==> src/rtl/lut_arbiter_pkg.sv <==
// Shared types and helpers for the colour-LUT arbiter.
package lut_arb_pkg;

  typedef logic [23:0] rgb_t;

  localparam rgb_t RGB_BLACK = 24'h000000;

  // Iteration counts at or beyond the table depth belong to the set and render black.
  function automatic logic clamp_inside(input logic [63:0] iter, input logic [63:0] max);
    return (iter >= max);
  endfunction

endpackage

==> src/rtl/lut_arbiter_if.sv <==
// Engine request bus, shared-LUT lookup port and pixel output stream of the arbiter.
interface lut_arbiter_if #(
  parameter int N_REQ      = 4,
  parameter int DATA_WIDTH = 32,
  parameter int RBG_SIZE   = 24,
  parameter int TAG_WIDTH  = 20
);
  localparam int SRC_W = $clog2(N_REQ);

  logic [N_REQ-1:0]            req_valid;
  logic [N_REQ-1:0]            req_ready;
  logic [N_REQ*DATA_WIDTH-1:0] req_iter;
  logic [N_REQ*TAG_WIDTH-1:0]  req_tag;
  logic [DATA_WIDTH-1:0]       lut_iter;
  logic [RBG_SIZE-1:0]         lut_rbg;
  logic                        out_valid;
  logic                        out_ready;
  logic [RBG_SIZE-1:0]         out_rbg;
  logic [TAG_WIDTH-1:0]        out_tag;
  logic [SRC_W-1:0]            out_src;

  // Arbiter side.
  modport master (
    input  req_valid, req_iter, req_tag, lut_rbg, out_ready,
    output req_ready, lut_iter, out_valid, out_rbg, out_tag, out_src
  );

  // Engines, lookup table and downstream consumer side.
  modport slave (
    output req_valid, req_iter, req_tag, lut_rbg, out_ready,
    input  req_ready, lut_iter, out_valid, out_rbg, out_tag, out_src
  );

endinterface

==> src/rtl/lut_arbiter_rr_arbiter.sv <==
// N-way arbiter: request vector + enable -> one-hot grant and index.
// Round-robin by default; LUT_ARB_FIXED_PRIO_EN selects lowest-index-wins.
module rr_arbiter #(
  parameter  int N     = 4,
  localparam int IDX_W = (N > 1) ? $clog2(N) : 1
) (
  input  logic             clk,
  input  logic             rst_n,
  input  logic [N-1:0]     i_req,
  input  logic             i_en,
  output logic [N-1:0]     o_gnt,
  output logic [IDX_W-1:0] o_idx,
  output logic             o_any
);

  logic [N-1:0]     w_gnt;
  logic [IDX_W-1:0] w_idx;
  logic             w_any;

`ifdef LUT_ARB_FIXED_PRIO_EN

  always_comb begin
    w_gnt = '0;
    w_idx = '0;
    w_any = 1'b0;
    for (int k = 0; k < N; k++) begin
      if (i_en && !w_any && i_req[k]) begin
        w_any    = 1'b1;
        w_gnt[k] = 1'b1;
        w_idx    = IDX_W'(k);
      end
    end
  end

`else

  logic [IDX_W-1:0] r_ptr;

  // Search starts at r_ptr and wraps, so the last winner drops to lowest priority.
  always_comb begin
    int j;
    j     = 0;
    w_gnt = '0;
    w_idx = '0;
    w_any = 1'b0;
    for (int k = 0; k < N; k++) begin
      j = int'(r_ptr) + k;
      if (j >= N) j = j - N;
      if (i_en && !w_any && i_req[j]) begin
        w_any    = 1'b1;
        w_gnt[j] = 1'b1;
        w_idx    = IDX_W'(j);
      end
    end
  end

  always_ff @(posedge clk) begin
    if (!rst_n) begin
      r_ptr <= '0;
    end else if (w_any) begin
      r_ptr <= (w_idx == IDX_W'(N - 1)) ? '0 : w_idx + 1'b1;
    end
  end

`endif

  assign o_gnt = w_gnt;
  assign o_idx = w_idx;
  assign o_any = w_any;

endmodule

==> src/rtl/lut_arbiter.sv <==
// Shares one combinational colour LUT among N_REQ iteration engines and registers
// the coloured pixel into a one-entry valid/ready stage. Option: LUT_ARB_FIXED_PRIO_EN.
module lut_arbiter
  import lut_arb_pkg::*;
#(
  parameter int N_REQ         = 4,
  parameter int DATA_WIDTH    = 32,
  parameter int RBG_SIZE      = 24,
  parameter int MAX_ITERATION = 256,
  parameter int TAG_WIDTH     = 20
) (
  input  logic          clk,
  input  logic          rst_n,
  lut_arbiter_if.master bus
);

  localparam int SRC_W = $clog2(N_REQ);

  logic                  w_accept_p0;
  logic                  w_en_p0;
  logic [N_REQ-1:0]      w_gnt_p0;
  logic [SRC_W-1:0]      w_idx_p0;
  logic                  w_any_p0;
  logic [DATA_WIDTH-1:0] w_iter_p0;
  logic [TAG_WIDTH-1:0]  w_tag_p0;
  logic                  w_inside_p0;
  logic [RBG_SIZE-1:0]   w_rbg_p0;

  logic                  r_vld_p1;
  logic [RBG_SIZE-1:0]   r_rbg_p1;
  logic [TAG_WIDTH-1:0]  r_tag_p1;
  logic [SRC_W-1:0]      r_src_p1;

  // Stage p0: grant, engine select and colour lookup, all combinational.
  assign w_accept_p0 = !r_vld_p1 || bus.out_ready;
  assign w_en_p0     = w_accept_p0 && rst_n;

  rr_arbiter #(.N(N_REQ)) u_arb (
    .clk   (clk),
    .rst_n (rst_n),
    .i_req (bus.req_valid),
    .i_en  (w_en_p0),
    .o_gnt (w_gnt_p0),
    .o_idx (w_idx_p0),
    .o_any (w_any_p0)
  );

  always_comb begin
    w_iter_p0 = '0;
    w_tag_p0  = '0;
    for (int i = 0; i < N_REQ; i++) begin
      if (w_gnt_p0[i]) begin
        w_iter_p0 = bus.req_iter[i*DATA_WIDTH +: DATA_WIDTH];
        w_tag_p0  = bus.req_tag[i*TAG_WIDTH +: TAG_WIDTH];
      end
    end
  end

  assign w_inside_p0 = clamp_inside(64'(w_iter_p0), 64'(MAX_ITERATION));
  assign w_rbg_p0    = w_inside_p0 ? RBG_SIZE'(RGB_BLACK) : bus.lut_rbg;

  assign bus.req_ready = w_gnt_p0;
  assign bus.lut_iter  = w_iter_p0;

  // Stage p1: one-entry output register; loads on grant, drains on out_ready otherwise.
  always_ff @(posedge clk) begin
    if (!rst_n) begin
      r_vld_p1 <= 1'b0;
      r_rbg_p1 <= '0;
      r_tag_p1 <= '0;
      r_src_p1 <= '0;
    end else if (w_any_p0) begin
      r_vld_p1 <= 1'b1;
      r_rbg_p1 <= w_rbg_p0;
      r_tag_p1 <= w_tag_p0;
      r_src_p1 <= w_idx_p0;
    end else if (bus.out_ready) begin
      r_vld_p1 <= 1'b0;
    end
  end

  assign bus.out_valid = r_vld_p1;
  assign bus.out_rbg   = r_rbg_p1;
  assign bus.out_tag   = r_tag_p1;
  assign bus.out_src   = r_src_p1;

  a_ready_onehot0: assert property (@(posedge clk) disable iff (!rst_n)
    $onehot0(bus.req_ready));

  a_out_stable: assert property (@(posedge clk) disable iff (!rst_n)
    (r_vld_p1 && !bus.out_ready) |=>
      ($stable(r_rbg_p1) && $stable(r_tag_p1) && $stable(r_src_p1)));

endmodule

==> src/flat_wrapper.sv <==
// flat-port wrapper written by rule: the top's interface ports become plain ports
module lut_arbiter_flat import lut_arb_pkg::*;
#(
  parameter int N_REQ         = 4,
  parameter int DATA_WIDTH    = 32,
  parameter int RBG_SIZE      = 24,
  parameter int MAX_ITERATION = 256,
  parameter int TAG_WIDTH     = 20
)
  (clk, rst_n, bus_req_valid, bus_req_iter, bus_req_tag, bus_lut_rbg, bus_out_ready, bus_req_ready, bus_lut_iter, bus_out_valid, bus_out_rbg, bus_out_tag, bus_out_src);
  lut_arbiter_if #(.N_REQ(N_REQ), .DATA_WIDTH(DATA_WIDTH), .RBG_SIZE(RBG_SIZE), .TAG_WIDTH(TAG_WIDTH)) bus_i ();
  input  logic clk;
  input  logic rst_n;
  input wire logic [$bits(bus_i.req_valid)-1:0] bus_req_valid;
  input wire logic [$bits(bus_i.req_iter)-1:0] bus_req_iter;
  input wire logic [$bits(bus_i.req_tag)-1:0] bus_req_tag;
  input wire logic [$bits(bus_i.lut_rbg)-1:0] bus_lut_rbg;
  input wire logic [$bits(bus_i.out_ready)-1:0] bus_out_ready;
  output wire logic [$bits(bus_i.req_ready)-1:0] bus_req_ready;
  output wire logic [$bits(bus_i.lut_iter)-1:0] bus_lut_iter;
  output wire logic [$bits(bus_i.out_valid)-1:0] bus_out_valid;
  output wire logic [$bits(bus_i.out_rbg)-1:0] bus_out_rbg;
  output wire logic [$bits(bus_i.out_tag)-1:0] bus_out_tag;
  output wire logic [$bits(bus_i.out_src)-1:0] bus_out_src;
  assign bus_i.req_valid = bus_req_valid;
  assign bus_i.req_iter = bus_req_iter;
  assign bus_i.req_tag = bus_req_tag;
  assign bus_i.lut_rbg = bus_lut_rbg;
  assign bus_i.out_ready = bus_out_ready;
  assign bus_req_ready = bus_i.req_ready;
  assign bus_lut_iter = bus_i.lut_iter;
  assign bus_out_valid = bus_i.out_valid;
  assign bus_out_rbg = bus_i.out_rbg;
  assign bus_out_tag = bus_i.out_tag;
  assign bus_out_src = bus_i.out_src;
  lut_arbiter #(.N_REQ(N_REQ), .DATA_WIDTH(DATA_WIDTH), .RBG_SIZE(RBG_SIZE), .MAX_ITERATION(MAX_ITERATION), .TAG_WIDTH(TAG_WIDTH)) u_core (.clk(clk), .rst_n(rst_n), .bus(bus_i));
endmodule
==> config.mk <==
export PLATFORM = sky130hd
export DESIGN_NAME = lut_arbiter_flat
export DESIGN_NICKNAME = d
export VERILOG_FILES = /design/src/rtl/lut_arbiter_pkg.sv /design/src/rtl/lut_arbiter_if.sv /design/src/rtl/lut_arbiter_rr_arbiter.sv /design/src/rtl/lut_arbiter.sv /design/src/flat_wrapper.sv
export SDC_FILE = /design/constraint.sdc
export NUM_CORES = 1
export LEC_CHECK = 0
export BUFFER_PORTS_ARGS = -buffer_cell sky130_fd_sc_hd__buf_4
export CAP_MARGIN = 20
export CORE_AREA = 2 2 126 128
export CTS_BUF_LIST = sky130_fd_sc_hd__clkbuf_8
export CTS_CLUSTER_DIAMETER = 40
export DETAILED_ROUTE_END_ITERATION = 16
export DIE_AREA = 0 0 128 130
export PLACE_DENSITY = 0.56
export SLEW_MARGIN = 20
export SYNTH_ARGS = -nofsm -noshare
export SYNTH_HDL_FRONTEND = slang
export SYNTH_SLANG_ARGS = --single-unit
==> constraint.sdc <==
create_clock -name clk -period 4 [get_ports clk]
set_clock_uncertainty 0.1 [all_clocks]
set_input_delay 0.4 -clock clk [delete_from_list [all_inputs] [get_ports clk]]
set_output_delay 0.4 -clock clk [all_outputs]
set_load 0.03 [all_outputs]
# Word-level counts from Yosys, hierarchy flattened
# Index checks and enable logic that the tools add are counted.
# Widths: inputs -> output; s select.
dict set report word_totals {
  register_bits 49
  input_bits 239
  elab_cells 96
}
dict set report classes {
  addsub 8
  eq_ne 1
  n_bitwise 3
  reduce_logical 18
  magnitude_cmp 13
  muxes 48
}
# operator n
set op_table {}
lappend op_table {{$mux 32} 8}
lappend op_table {{$ge 32x1->1 const B} 4}
lappend op_table {{$lt 32x4->1 const B} 4}
lappend op_table {{$mux 20} 4}
lappend op_table {{$ge 32x9->1 const B} 1}
lappend op_table {{$mux 24} 1}
lappend op_table {{$mux 1} 18}
lappend op_table {{$mux 4} 4}
lappend op_table {{$logic_and 1x1->1} 12}
lappend op_table {{$or 4x4->4} 3}
lappend op_table {{$sub 3x3->4 const B} 3}
lappend op_table {{$mux 2} 5}
lappend op_table {{$ge 3x3->1 const B} 3}
lappend op_table {{$bmux 1 s2} 4}
lappend op_table {{$demux 1 s2} 4}
lappend op_table {{$add 2x2->3 const B} 2}
lappend op_table {{$logic_not 1->1} 4}
lappend op_table {{$sub 2x3->4 const B} 1}
lappend op_table {{$add 2x1->3 const B} 1}
lappend op_table {{$ge 2x3->1 const B} 1}
lappend op_table {{$add 2x1->2 const B} 1}
lappend op_table {{$eq 2x2->1 const B} 1}
lappend op_table {{$reduce_bool 2->1} 1}
lappend op_table {{$logic_or 1x1->1} 1}

# Depth between registers and ports, before layout
dict set report depth {
  ltp_word 25
  depth_mapped 17
}

# Cells and area by module
# Synthesis repeated with hierarchy kept, for this count alone.
dict set report hier_totals {
  cells_unflattened 458
  hier_area_um2 3643.5
}
# mod area_per_inst_um2 n_inst seq_area_each_um2 cells_per_inst
set modules_own_cells {}
lappend modules_own_cells {lut_arbiter 2964.1 1 940.9 375}
lappend modules_own_cells {rr_arbiter 679.4 1 40.0 83}

# Worst setup path after synthesis
# OpenSTA, ideal clock, no wires.
dict set report synth_path {
  path_type {register to output}
  start {register (tool-made name)}
  end {output port bus_lut_iter[0]}
  setup_slack_ns -0.674
  stages_incl_launch_ff 16
  required_time_ns 3.500
  n_path_buf 5
  arrival_ns 4.174
  path_cell_list {dfxtp_1 -> buf_2 -> inv_2 -> ha_1 -> mux2_2 -> or3_1 -> a21oi_2 -> a221o_1 -> buf_4 -> buf_2 -> and2_1 -> buf_2 -> buf_2 -> a221o_1 -> o21ai_0 -> o21ai_0}
}
# element line_no
set synth_lines {}
lappend synth_lines {{to (decl)} flat_wrapper.sv:20} ;# output wire logic [$bits(bus_i.lut_iter)-1:0] bus_lut_iter;

# Worst setup path after layout
dict set report layout_path {
  start {register u_core.u_arb.r_ptr[1]}
  end {output port bus_lut_iter[20]}
}
dict set report layout_between {
  elab_chain_len 23
  word_cells_on_any_way 71
  classes_between {add/sub: 7; order compare: 12; mux: 35; bitwise: 3; reduce/logical: 14}
}
# element line_no
set layout_lines {}
lappend layout_lines {{from (decl)} lut_arbiter_rr_arbiter.sv:37} ;# logic [IDX_W-1:0] r_ptr;
lappend layout_lines {{from (signal assigned)} lut_arbiter_rr_arbiter.sv:61} ;# r_ptr <= (w_idx == IDX_W'(N - 1)) ? '0 : w_idx + 1'b1;
lappend layout_lines {{parallel branches: the longest is 18 deep, another holds $ge 32x1->1} -}
lappend layout_lines {{$mux 4 (*)} lut_arbiter_rr_arbiter.sv:49} ;# if (i_en && !w_any && i_req[j]) begin
lappend layout_lines {{$mux 32 (3 in a row)} lut_arbiter.sv:52} ;# if (w_gnt_p0[i]) begin
lappend layout_lines {{$mux 32 (*)} lut_arbiter.sv:52}
# Every way passes the cells marked *. The select of a mux whose other input is x is not followed.

==> impl_metrics.prom <==
# TYPE chip_impl_metric gauge
chip_impl_info{name="crit_path_end_kind",value="primary output"} 1
chip_impl_info{name="mostFrequentLayoutCells",value="sky130_fd_sc_hd__buf_4 (342), sky130_fd_sc_hd__dfxtp_1 (47), sky130_fd_sc_hd__nor2_1 (46)"} 1
chip_impl_metric{name="initial_utilization",unit="%"} 25.3
chip_impl_metric{name="core_rows",unit=""} 46
chip_impl_metric{name="antenna_cells_inserted",unit=""} 0
chip_impl_metric{name="p_per_area",unit="nW/um^2"} 427
chip_impl_metric{name="die_x",unit="microns"} 128
chip_impl_metric{name="synthDistinctLibCells",unit=""} 45
chip_impl_metric{name="internal-power",unit="mW"} 1.63
chip_impl_metric{name="io_buffers",unit=""} 321
chip_impl_metric{name="holdBufCountCts",unit=""} 0
chip_impl_info{name="clock_tree_from_tritoncts",value="done"} 1
chip_impl_metric{name="worstSkewPairLatency",unit="ps"} 320
chip_impl_metric{name="cts.path.max_buffers",unit=""} 2
chip_impl_metric{name="fin_total_pwr",unit="mW"} 3.06
chip_impl_info{name="crit_family",value="compound AO/OA/AOI/OAI gates"} 1
chip_impl_metric{name="critPathArrivalTime",unit="ps"} 3360
chip_impl_info{name="hold_path.class",value="primary input to flop"} 1
chip_impl_metric{name="antenna_violations_before_repair",unit=""} 1
chip_impl_metric{name="min_period_over_period",unit="%"} 96.6
chip_impl_metric{name="ctsHtreeMaxLevel",unit=""} 2
chip_impl_info{name="critical_r2r_launch",value="u_core.u_arb.r_ptr[1]"} 1
chip_impl_metric{name="finalCriticalPeriod",unit="ps"} 3860
chip_impl_metric{name="grt_start_max_net_pins",unit=""} 34
chip_impl_metric{name="routed_wire_length_per_instance",unit="microns"} 19.1
chip_impl_metric{name="drtPass1Iterations",unit=""} 4
chip_impl_metric{name="max-slew-margin-rel",unit="%"} 40.7
chip_impl_info{name="postSynth.topFlopCell",value="sky130_fd_sc_hd__dfxtp_1"} 1
chip_impl_info{name="synth.top_cells.by_area",value="sky130_fd_sc_hd__dfxtp_1 (25%), sky130_fd_sc_hd__a221oi_1 (9.0%), sky130_fd_sc_hd__a211oi_1 (7.9%)"} 1
chip_impl_metric{name="drt_iter0_markers",unit=""} 241
chip_impl_info{name="worst_setup_path_start_kind",value="flop"} 1
chip_impl_metric{name="timing.fmax",unit="MHz"} 259
chip_impl_metric{name="die_h",unit="microns"} 130
chip_impl_metric{name="synthesis.nets",unit=""} 772
chip_impl_metric{name="power.leakage",unit="nW"} 3.09
chip_impl_info{name="critical_path_class",value="flop to primary output"} 1
chip_impl_metric{name="synthToLayoutAreaGrowth",unit="%"} 83.5
chip_impl_metric{name="wp_buf_inv",unit=""} 5
chip_impl_metric{name="cpPeakStageDelay",unit="ps"} 540
chip_impl_metric{name="synth_seq_cells",unit=""} 49
chip_impl_metric{name="fp.coreArea",unit="sq um"} 15400
chip_impl_metric{name="vias_in_the_first_global_route",unit=""} 5519
chip_impl_metric{name="gpl.final_weighted_congestion",unit=""} 0.882
chip_impl_metric{name="fin_setup_tns",unit="ps"} 0
chip_impl_metric{name="clock_power_share",unit="%"} 11.0
chip_impl_metric{name="yosysWarningCount",unit=""} 0
chip_impl_metric{name="pwr-share-seq",unit="%"} 19.0
chip_impl_metric{name="finalSetupViolations",unit=""} 0
chip_impl_metric{name="grt-ovfl-total",unit=""} 0
chip_impl_metric{name="grt_use_total",unit="%"} 22.5
chip_impl_metric{name="ir_worst_vdd",unit="V"} 0.000212
chip_impl_metric{name="detailedPlacementHpwl",unit="microns"} 15300
chip_impl_metric{name="drcViolationCount",unit=""} 0
chip_impl_metric{name="async_flop_share",unit="%"} 0
chip_impl_metric{name="netSwitchingFraction",unit="%"} 46.5
chip_impl_metric{name="die_area",unit="sq um"} 16600
chip_impl_metric{name="num_io_pins",unit=""} 322
chip_impl_metric{name="power.net_switching",unit="mW"} 1.42
chip_impl_metric{name="post_synth.cell_area_avg",unit="sq um"} 7.41
chip_impl_metric{name="worst_ep_required_time",unit="ps"} 3500
chip_impl_info{name="cts_root_buffer",value="sky130_fd_sc_hd__clkbuf_8"} 1
chip_impl_metric{name="seq_area_frac_synth",unit="%"} 25.2
chip_impl_metric{name="share_of_layout_cells_above_drive_strength_1",unit="%"} 51.4
chip_impl_metric{name="final-max-slew-violation-count",unit=""} 0
chip_impl_metric{name="total_cts_buffers",unit=""} 5
chip_impl_info{name="hp-start",value="bus_lut_rbg[9]"} 1
chip_impl_metric{name="synth_edf_count",unit=""} 0
chip_impl_metric{name="drt-vias-per-instance",unit=""} 5.36
chip_impl_info{name="yosys.area.top_type",value="sky130_fd_sc_hd__dfxtp_1"} 1
chip_impl_metric{name="critical_path.max_fanout",unit=""} 7
chip_impl_info{name="critical_path.cell_chain",value="inv_1 > ha_4 > mux4_2 > nand3_4 > a21oi_4 > buf_12 > a221o_1 > and2_4 > buf_12 > buf_12 > a221o_1 > o211ai_1 > nand2_2 > buf_4"} 1
chip_impl_metric{name="route.final.wire_length",unit="microns"} 19700
chip_impl_metric{name="synth_top_cell_area_share",unit="%"} 25.2
chip_impl_metric{name="routed-via-count",unit=""} 5529
chip_impl_info{name="crit_path_start",value="u_core.u_arb.r_ptr[1]"} 1
chip_impl_metric{name="clock_sink_count",unit=""} 49
chip_impl_metric{name="timing.max_cap.violations",unit=""} 0
chip_impl_metric{name="clock_transition_time_at_the_flip_flop_clock_pins_of_the_worst_setup_and_hold_paths",unit="ps"} 90
chip_impl_info{name="slowest_stage",value="sky130_fd_sc_hd__mux4_2"} 1
chip_impl_info{name="run_status",value="finished clean"} 1
chip_impl_info{name="critical_path.most_common_cell",value="sky130_fd_sc_hd__buf_12"} 1
chip_impl_info{name="grt_setup_unrepaired",value="true"} 1
chip_impl_metric{name="syn_area",unit="sq um"} 3900
chip_impl_metric{name="worst_pin_slew",unit="ps"} 890
chip_impl_metric{name="final-hold-violation-count",unit=""} 0
chip_impl_metric{name="layout.nets",unit=""} 1085
chip_impl_info{name="final_common_cell",value="sky130_fd_sc_hd__buf_4"} 1
chip_impl_metric{name="ant_nets",unit=""} 0
chip_impl_metric{name="power.share.combinational",unit="%"} 70.1
chip_impl_metric{name="grt_first_pass_wirelength",unit="microns"} 29400
chip_impl_metric{name="synth_cells",unit=""} 526
-- sequential cells by signal, indices dropped and copies added, names as in the netlist, named ones only --
register,cells
u_core.bus.out_tag,20
u_core.bus.out_valid,1
u_core.u_arb.r_ptr,1
u_core.bus.out_src,2
u_core.bus.out_rbg,24
-- cell families after synthesis --
kind of cell / after synthesis / synth area share (%)
multiplexers: 7 / 3.15
AO/OA/AOI/OAI: 166 / 31.2
flip-flops: 49 / 25.2
XOR/XNOR: 2 / 0.450
adder cells (fa/ha/maj): 7 / 2.25
AND/OR/NAND/NOR: 229 / 30.0
buffers and inverters: 66 / 7.70
-- worst register-to-register path, delay by kind of cell (launching register included) --
family	cells	cell delay (ps)
AND/OR/NAND/NOR	3	560
adder cells (fa/ha/maj)	1	310
flip-flops	1	340
AO/OA/AOI/OAI	5	1010
buffers and inverters	5	810
multiplexers	1	540
-- cell usage after synthesis (4+ instances only) --
cell type                  count
sky130_fd_sc_hd__and2_1        5
sky130_fd_sc_hd__nor3_1       44
sky130_fd_sc_hd__a21oi_1       9
sky130_fd_sc_hd__o21ai_0      25
sky130_fd_sc_hd__nor4_1        4
sky130_fd_sc_hd__ha_1          7
sky130_fd_sc_hd__nand4_1      25
sky130_fd_sc_hd__dfxtp_1      49
sky130_fd_sc_hd__a221o_1      10
sky130_fd_sc_hd__nand2b_1      7
sky130_fd_sc_hd__nor2_1       47
sky130_fd_sc_hd__a221oi_1     40
sky130_fd_sc_hd__a211oi_1     41
sky130_fd_sc_hd__buf_2        15
sky130_fd_sc_hd__nor2b_1      21
sky130_fd_sc_hd__inv_1         7
sky130_fd_sc_hd__nand2_1      43
sky130_fd_sc_hd__nand3_1      23
sky130_fd_sc_hd__inv_2         4
sky130_fd_sc_hd__clkbuf_1     34
sky130_fd_sc_hd__mux4_2        4
sky130_fd_sc_hd__o21ai_1      25
-- final timing paths --
kind | to | slack, ps | cells past startpoint
setup / recovery | bus_lut_iter[20] | 140 | 14
setup reg to reg | u_core.bus.out_rbg[12] | 280 | 15
hold / removal | u_core.bus.out_rbg[9] | 230 | 3
hold reg to reg | u_core.bus.out_rbg[9] | 350 | 2
-- timing repair --
item                                    CTS  global route
pin swaps                                 2             6
gates cloned                              1             0
setup buffers                             3             7
resized for setup                         4            26
endpoints found under the setup margin    8            36
-- metrics by stage --
stage / hold WS, ps / cells / worst slack, ps / utilization [%] / area [sq um]
2_1_floorplan: 446 / 526 / 0.395 / - / 4090
3_3_place_gp: 333 / 1013 / 373 / 44.0 / 6790
3_5_place_dp: 340 / 1013 / 247 / 44.0 / 6790
4_1_cts: 216 / 1025 / 21.0 / 45.3 / 6980
5_1_grt: 221 / 1032 / 0.301 / 46.4 / 7150
6_report: 232 / 1032 / 136 / 46.4 / 7150
-- final cells by class --
cell class / instances / area [sq um]
Clock buffer: 7 / 96.3
Clock inverter: 1 / 5.00
Fill cell: 1535 / 8270
Inverter: 11 / 48.8
Multi-Input combinational cell: 411 / 2890
Sequential cell: 49 / 983
Tap cell: 192 / 240
Timing Repair Buffer: 361 / 2890
-- power groups by stage --
stage / sequential (mW) / clock, mW / combinational, mW
6_report: 0.580 / 0.335 / 2.14
5_1_grt: 0.587 / 0.369 / 2.28
4_1_cts: 0.579 / 0.347 / 2.08
3_5_place_dp: 0.588 / 0 / 2.04
3_3_place_gp: 0.588 / 0 / 2.02
2_1_floorplan: 0.691 / 0 / 1.16
-- per-layer routing --
metal	track usage [%]	share of wire, %	vias up
met5	0	0.066	-
met4	8.73	3.1	2
met3	6.93	9.6	38
met2	40.5	50	273
met1	24.8	37	2588
li1	-	-	2628
No activity file was read; power rests on OpenSTA's default activity.
